### config.mk
export PLATFORM = sky130hd
export DESIGN_NAME = systolic_feeder
export DESIGN_NICKNAME = d
export VERILOG_FILES = /design/src/rtl/systolic_pkg.sv /design/src/rtl/systolic_feeder.sv
export SDC_FILE = /design/constraint.sdc
export NUM_CORES = 1
export LEC_CHECK = 0
export BUFFER_PORTS_ARGS = -buffer_cell sky130_fd_sc_hd__buf_2
export CAP_MARGIN = 5
export CORE_AREA = 4 4 104 106
export DETAILED_ROUTE_END_ITERATION = 8
export DIE_AREA = 0 0 108 110
export SYNTH_ARGS = -nofsm -noshare
export SYNTH_HDL_FRONTEND = slang
export SYNTH_SLANG_ARGS = --single-unit
### constraint.sdc
create_clock -name clk -period 2.35 [get_ports clk]
set_input_delay 0.235 -clock clk [delete_from_list [all_inputs] [get_ports clk]]
set_output_delay 0.235 -clock clk [all_outputs]
set_load 0.05 [all_outputs]
### src/rtl/systolic_pkg.sv
// Shared definitions for the systolic MAC array and its upstream feeder.
package systolic_pkg;

    localparam int DEF_MAC_NUM  = 10;
    localparam int DEF_ACCU_NUM = 5;
    localparam int DEF_BW_ACT   = 8;
    localparam int DEF_BW_WET   = 8;
    localparam int DEF_CNT_W    = 6;

    typedef enum logic [2:0] {
        IDLE     = 3'd0,
        LOAD_ACT = 3'd1,
        CLEAR    = 3'd2,
        STREAM   = 3'd3,
        DRAIN    = 3'd4,
        DONE     = 3'd5
    } state_e;

endpackage

### src/rtl/systolic_feeder.sv
// Loads one activation vector, then drives clear / weight stream / drain / done
// into the 1xN systolic MAC array.
module systolic_feeder
    import systolic_pkg::*;
#(
    parameter int MAC_NUM  = DEF_MAC_NUM,
    parameter int ACCU_NUM = DEF_ACCU_NUM,
    parameter int BW_ACT   = DEF_BW_ACT,
    parameter int BW_WET   = DEF_BW_WET,
    parameter int CNT_W    = DEF_CNT_W
) (
    input  logic                     clk,
    input  logic                     reset,
    input  logic                     start,
    input  logic                     act_valid,
    output logic                     act_ready,
    input  logic signed [BW_ACT-1:0] act_data,
    input  logic                     wet_valid,
    output logic                     wet_ready,
    input  logic signed [BW_WET-1:0] wet_data,
    output logic                     PE_mac_enable,
    output logic                     PE_clear_acc,
    output logic signed [BW_ACT-1:0] PE_act_out [ACCU_NUM],
    output logic signed [BW_WET-1:0] PE_wet_out,
    output logic                     busy,
    output logic                     done
);

    localparam logic [CNT_W-1:0] ACT_LAST = CNT_W'(ACCU_NUM - 1);
    localparam logic [CNT_W-1:0] WET_LAST = CNT_W'(MAC_NUM - 1);

    state_e                   state_q, state_d;
    logic [CNT_W-1:0]         act_cnt_q, act_cnt_d;
    logic [CNT_W-1:0]         wet_cnt_q, wet_cnt_d;
    logic [CNT_W-1:0]         drain_cnt_q, drain_cnt_d;
    logic signed [BW_ACT-1:0] act_vec_q [ACCU_NUM];
    logic signed [BW_ACT-1:0] act_vec_d [ACCU_NUM];
    logic signed [BW_WET-1:0] wet_q, wet_d;
    logic                     mac_en_q, mac_en_d;
    logic                     clear_q, clear_d;
    logic                     done_q, done_d;
    logic                     busy_q, busy_d;
    logic                     act_fire, wet_fire;

    assign act_ready = (state_q == LOAD_ACT);
    assign wet_ready = (state_q == STREAM);
    assign act_fire  = act_valid && act_ready;
    assign wet_fire  = wet_valid && wet_ready;

    always_comb begin
        state_d     = state_q;
        act_cnt_d   = act_cnt_q;
        wet_cnt_d   = wet_cnt_q;
        drain_cnt_d = drain_cnt_q;
        act_vec_d   = act_vec_q;
        wet_d       = '0;
        mac_en_d    = 1'b0;
        clear_d     = 1'b0;
        done_d      = 1'b0;

        // Array-facing outputs are registered off the current state, so each
        // one shows up the cycle after the state that produced it.
        case (state_q)
            IDLE: begin
                if (start) state_d = LOAD_ACT;
            end
            LOAD_ACT: begin
                if (act_fire) begin
                    for (int i = 0; i < ACCU_NUM; i++) begin
                        if (act_cnt_q == CNT_W'(i)) act_vec_d[i] = act_data;
                    end
                    if (act_cnt_q == ACT_LAST) begin
                        act_cnt_d = '0;
                        state_d   = CLEAR;
                    end else begin
                        act_cnt_d = act_cnt_q + 1'b1;
                    end
                end
            end
            CLEAR: begin
                clear_d = 1'b1;
                state_d = STREAM;
            end
            STREAM: begin
                if (wet_fire) begin
                    wet_d    = wet_data;
                    mac_en_d = 1'b1;
                    if (wet_cnt_q == WET_LAST) begin
                        wet_cnt_d = '0;
                        state_d   = DRAIN;
                    end else begin
                        wet_cnt_d = wet_cnt_q + 1'b1;
                    end
                end
            end
            DRAIN: begin
                // Zero weights with enable push the last partial sums out of the chain.
                mac_en_d = 1'b1;
                if (drain_cnt_q == ACT_LAST) begin
                    drain_cnt_d = '0;
                    state_d     = DONE;
                end else begin
                    drain_cnt_d = drain_cnt_q + 1'b1;
                end
            end
            DONE: begin
                done_d  = 1'b1;
                state_d = IDLE;
            end
            default: state_d = IDLE;
        endcase

        busy_d = (state_d != IDLE);
    end

    always_ff @(posedge clk) begin
        if (reset) begin
            state_q     <= IDLE;
            act_cnt_q   <= '0;
            wet_cnt_q   <= '0;
            drain_cnt_q <= '0;
            for (int i = 0; i < ACCU_NUM; i++) act_vec_q[i] <= '0;
            wet_q       <= '0;
            mac_en_q    <= 1'b0;
            clear_q     <= 1'b0;
            done_q      <= 1'b0;
            busy_q      <= 1'b0;
        end else begin
            state_q     <= state_d;
            act_cnt_q   <= act_cnt_d;
            wet_cnt_q   <= wet_cnt_d;
            drain_cnt_q <= drain_cnt_d;
            act_vec_q   <= act_vec_d;
            wet_q       <= wet_d;
            mac_en_q    <= mac_en_d;
            clear_q     <= clear_d;
            done_q      <= done_d;
            busy_q      <= busy_d;
        end
    end

    assign PE_act_out    = act_vec_q;
    assign PE_wet_out    = wet_q;
    assign PE_mac_enable = mac_en_q;
    assign PE_clear_acc  = clear_q;
    assign done          = done_q;
    assign busy          = busy_q;

endmodule

==> results_dict.tcl <==
set metrics [dict create \
    synth_top_area_frac 0.500 \
    ys_seq_elements 73 \
    finalHoldViolCount 0 \
    timing.setup.tns_ns 0 \
    cts_tree "yes" \
    vdd_drop_max_uv 271 \
    ys_seq_area_frac 0.500 \
    synth_fp_nets 354 \
    finalCritPeriodShare 0.785 \
    synth_area_um2 2920 \
    insertedDiodeCount 0 \
    max_freq_mhz 542 \
    synth_edf_count 0 \
    power_frac_clock 0.444 \
    worstPathRequired_ns 2.12 \
    synth_top_area_cell "dfxtp_1" \
    route.detailed.drc 0 \
    dieHeight_um 110 \
    cts.hold.buffers_added 0 \
    fin_skew_ns 0.00883 \
    drt_pass1_iterations 4 \
    vias_per_cell 4.56 \
    comb_power_share 0.055 \
    tightest_slew_ns 0.687 \
    antenna_found_initial 0 \
    cp_num_buf_inv 1 \
    drive_above_1_share 0.252 \
    track_usage 0.124 \
    grt_setup_unrepaired "no" \
    clock-root-buffer "clkbuf_8" \
    swShare 0.229 \
    min_period_ns 1.84 \
    path_max_fanout 13 \
    p_int_uw 1940 \
    first_global_vias 2311 \
    path_class "reg -> out" \
    area_growth_pct 23.4 \
    drv_slew 0 \
    fin_nets 422 \
    ys_warn_count 0 \
    cp_cell_sequence "nor3b_1 > buf_2" \
    powerDensity_nw_per_um2 697 \
    ios 75 \
    clock_latency_ns 0.34 \
    crit_slowest_cell "dfxtp_1" \
    synthFlopType "dfxtp_1" \
    start_util 0.299 \
    crit_family "flip-flops" \
    post_cts_buffers 0 \
    ys_types 38 \
    dp_worst_setup_slack_ns 0.543 \
    htreeDepth 3 \
    clock_path_buffers 2 \
    worstSetupStartpointType "flip-flop" \
    setup_viol 0 \
    grt_pass1_wl_um 11400 \
    cts_sinks 73 \
    syn_inst 325 \
    grt_max_degree 66 \
    hpwlAfterDp_um 5020 \
    worst_hold_path_type "in -> reg" \
    postSynth.asyncResetShare 0 \
    ant_nets 0 \
    power_frac_seq 0.501 \
    arrival_ns 1.61 \
    die_w_um 108 \
    utilization 0.369 \
    totalWireLength_um 7130 \
    core_um2 9770 \
    vias 2418 \
    cts_resized 0 \
    cap_violations 0 \
    drt-initial-drc-count 131 \
    numCtsBuffers 9 \
    postSynthAreaPerCell_um2 8.99 \
    synth_area_leaders "dfxtp_1 (50%), nand2_1 (9.6%), a21oi_1 (6.3%)" \
    timing.final.ws_setup_ns 0.506 \
    p_switching_uw 575 \
    gp_congestion 0.853 \
    status "finished, final reports clean" \
    p_leak_uw 0.00149 \
    cpPeakStageDelay_ns 0.63 \
    relSlewSlack 0.542 \
    die-area_um2 11900 \
    wl_per_cell_um 13.4 \
    setup.worst_path.end_class "output pin" \
    std_cell_rows 36 \
    clk_pin_slew_ns 0.07 \
    grt_remaining_overflow 0 \
    io_buffers 74 \
]
[per-layer routing]
metal	wire length, µm	track usage
met5	0	0
met4	102	0.0433
met3	559	0.0460
met2	3210	0.201
met1	3260	0.153
[sequential cells by signal, indices dropped and copies added (netlist names)]
| name | flops |
|---|---|
| PE_act_out | 40 |
| PE_clear_acc | 1 |
| PE_mac_enable | 1 |
| PE_wet_out | 8 |
| act_cnt_q | 6 |
| busy | 1 |
| done | 1 |
| drain_cnt_q | 6 |
| state_q | 3 |
| wet_cnt_q | 6 |
[final cells by class]
type	count	area (µm²)
Clock buffer	11	151
Clock inverter	4	76.3
Fill cell	1025	6170
Inverter	8	30.0
Multi-Input combinational cell	225	1330
Sequential cell	73	1460
Tap cell	133	166
Timing Repair Buffer	76	385
[path summary, 6_finish.rpt]
kind	start	endpoint	slack, ns	cells after the start
worst max register to register	state_q[0]	PE_act_out[32]	0.51	4
worst min register to register	PE_act_out[17]	PE_act_out[17]	0.46	2
worst min-delay path	wet_data[4]	PE_wet_out[4]	0.09	2
worst max-delay path	state_q[0]	act_ready	0.51	2
[placed cells by master (no fill, tap or decap), types with 3 or more instances in the layout]
master	instances
and3_1	7
nor2_1	18
a21oi_1	37
xor2_1	7
inv_1	8
nor3_1	15
ha_1	8
nand3_1	7
buf_2	74
mux2i_1	8
nand2_1	75
clkbuf_8	11
and2_1	8
nor4b_1	3
xnor2_1	8
nand4_1	3
dfxtp_1	73
[per-stage QoR]
step           instance area, µm²  hold slack [ns]  instances  total power, µW
2_1_floorplan                2920            0.357        325             1380
3_3_place_gp                 3380            0.440        515             1430
3_5_place_dp                 3380            0.438        515             1430
4_1_cts                      3600           0.0673        530             2560
5_1_grt                      3600           0.0726        530             2620
6_report                     3600           0.0902        530             2510
[logic make-up (layout without fill, tap and decap cells)]
kind of cell | Yosys count | in the layout | share of synthesized area
XOR/XNOR | 15 | 15 | 0.0450
AO/OA/AOI/OAI | 41 | 41 | 0.0775
AND/OR/NAND/NOR | 153 | 153 | 0.272
multiplexers | 8 | 8 | 0.0274
flip-flops | 73 | 73 | 0.500
buffers and inverters | 27 | 99 | 0.0433
adder cells (fa/ha/maj) | 8 | 8 | 0.0343
[power by group through the flow]
stage | clock network [µW] | logic (µW) | registers (µW)
floorplan | 0 | 61.3 | 1310
global placement | 0 | 138 | 1290
detailed placement | 0 | 139 | 1290
CTS | 1160 | 140 | 1260
global route | 1210 | 150 | 1260
finish | 1110 | 138 | 1260
[synthesized netlist by cell type (7+ instances only)]
cell     number
mux2i_1       8
nand3_1       7
nor2_1       18
buf_2         8
dfxtp_1      73
nand2_1      75
and3_1        7
and2_1        8
xnor2_1       8
ha_1          8
a21oi_1      37
inv_1         8
nor3_1       15
xor2_1        7
Power figures use the tool's default switching activity.
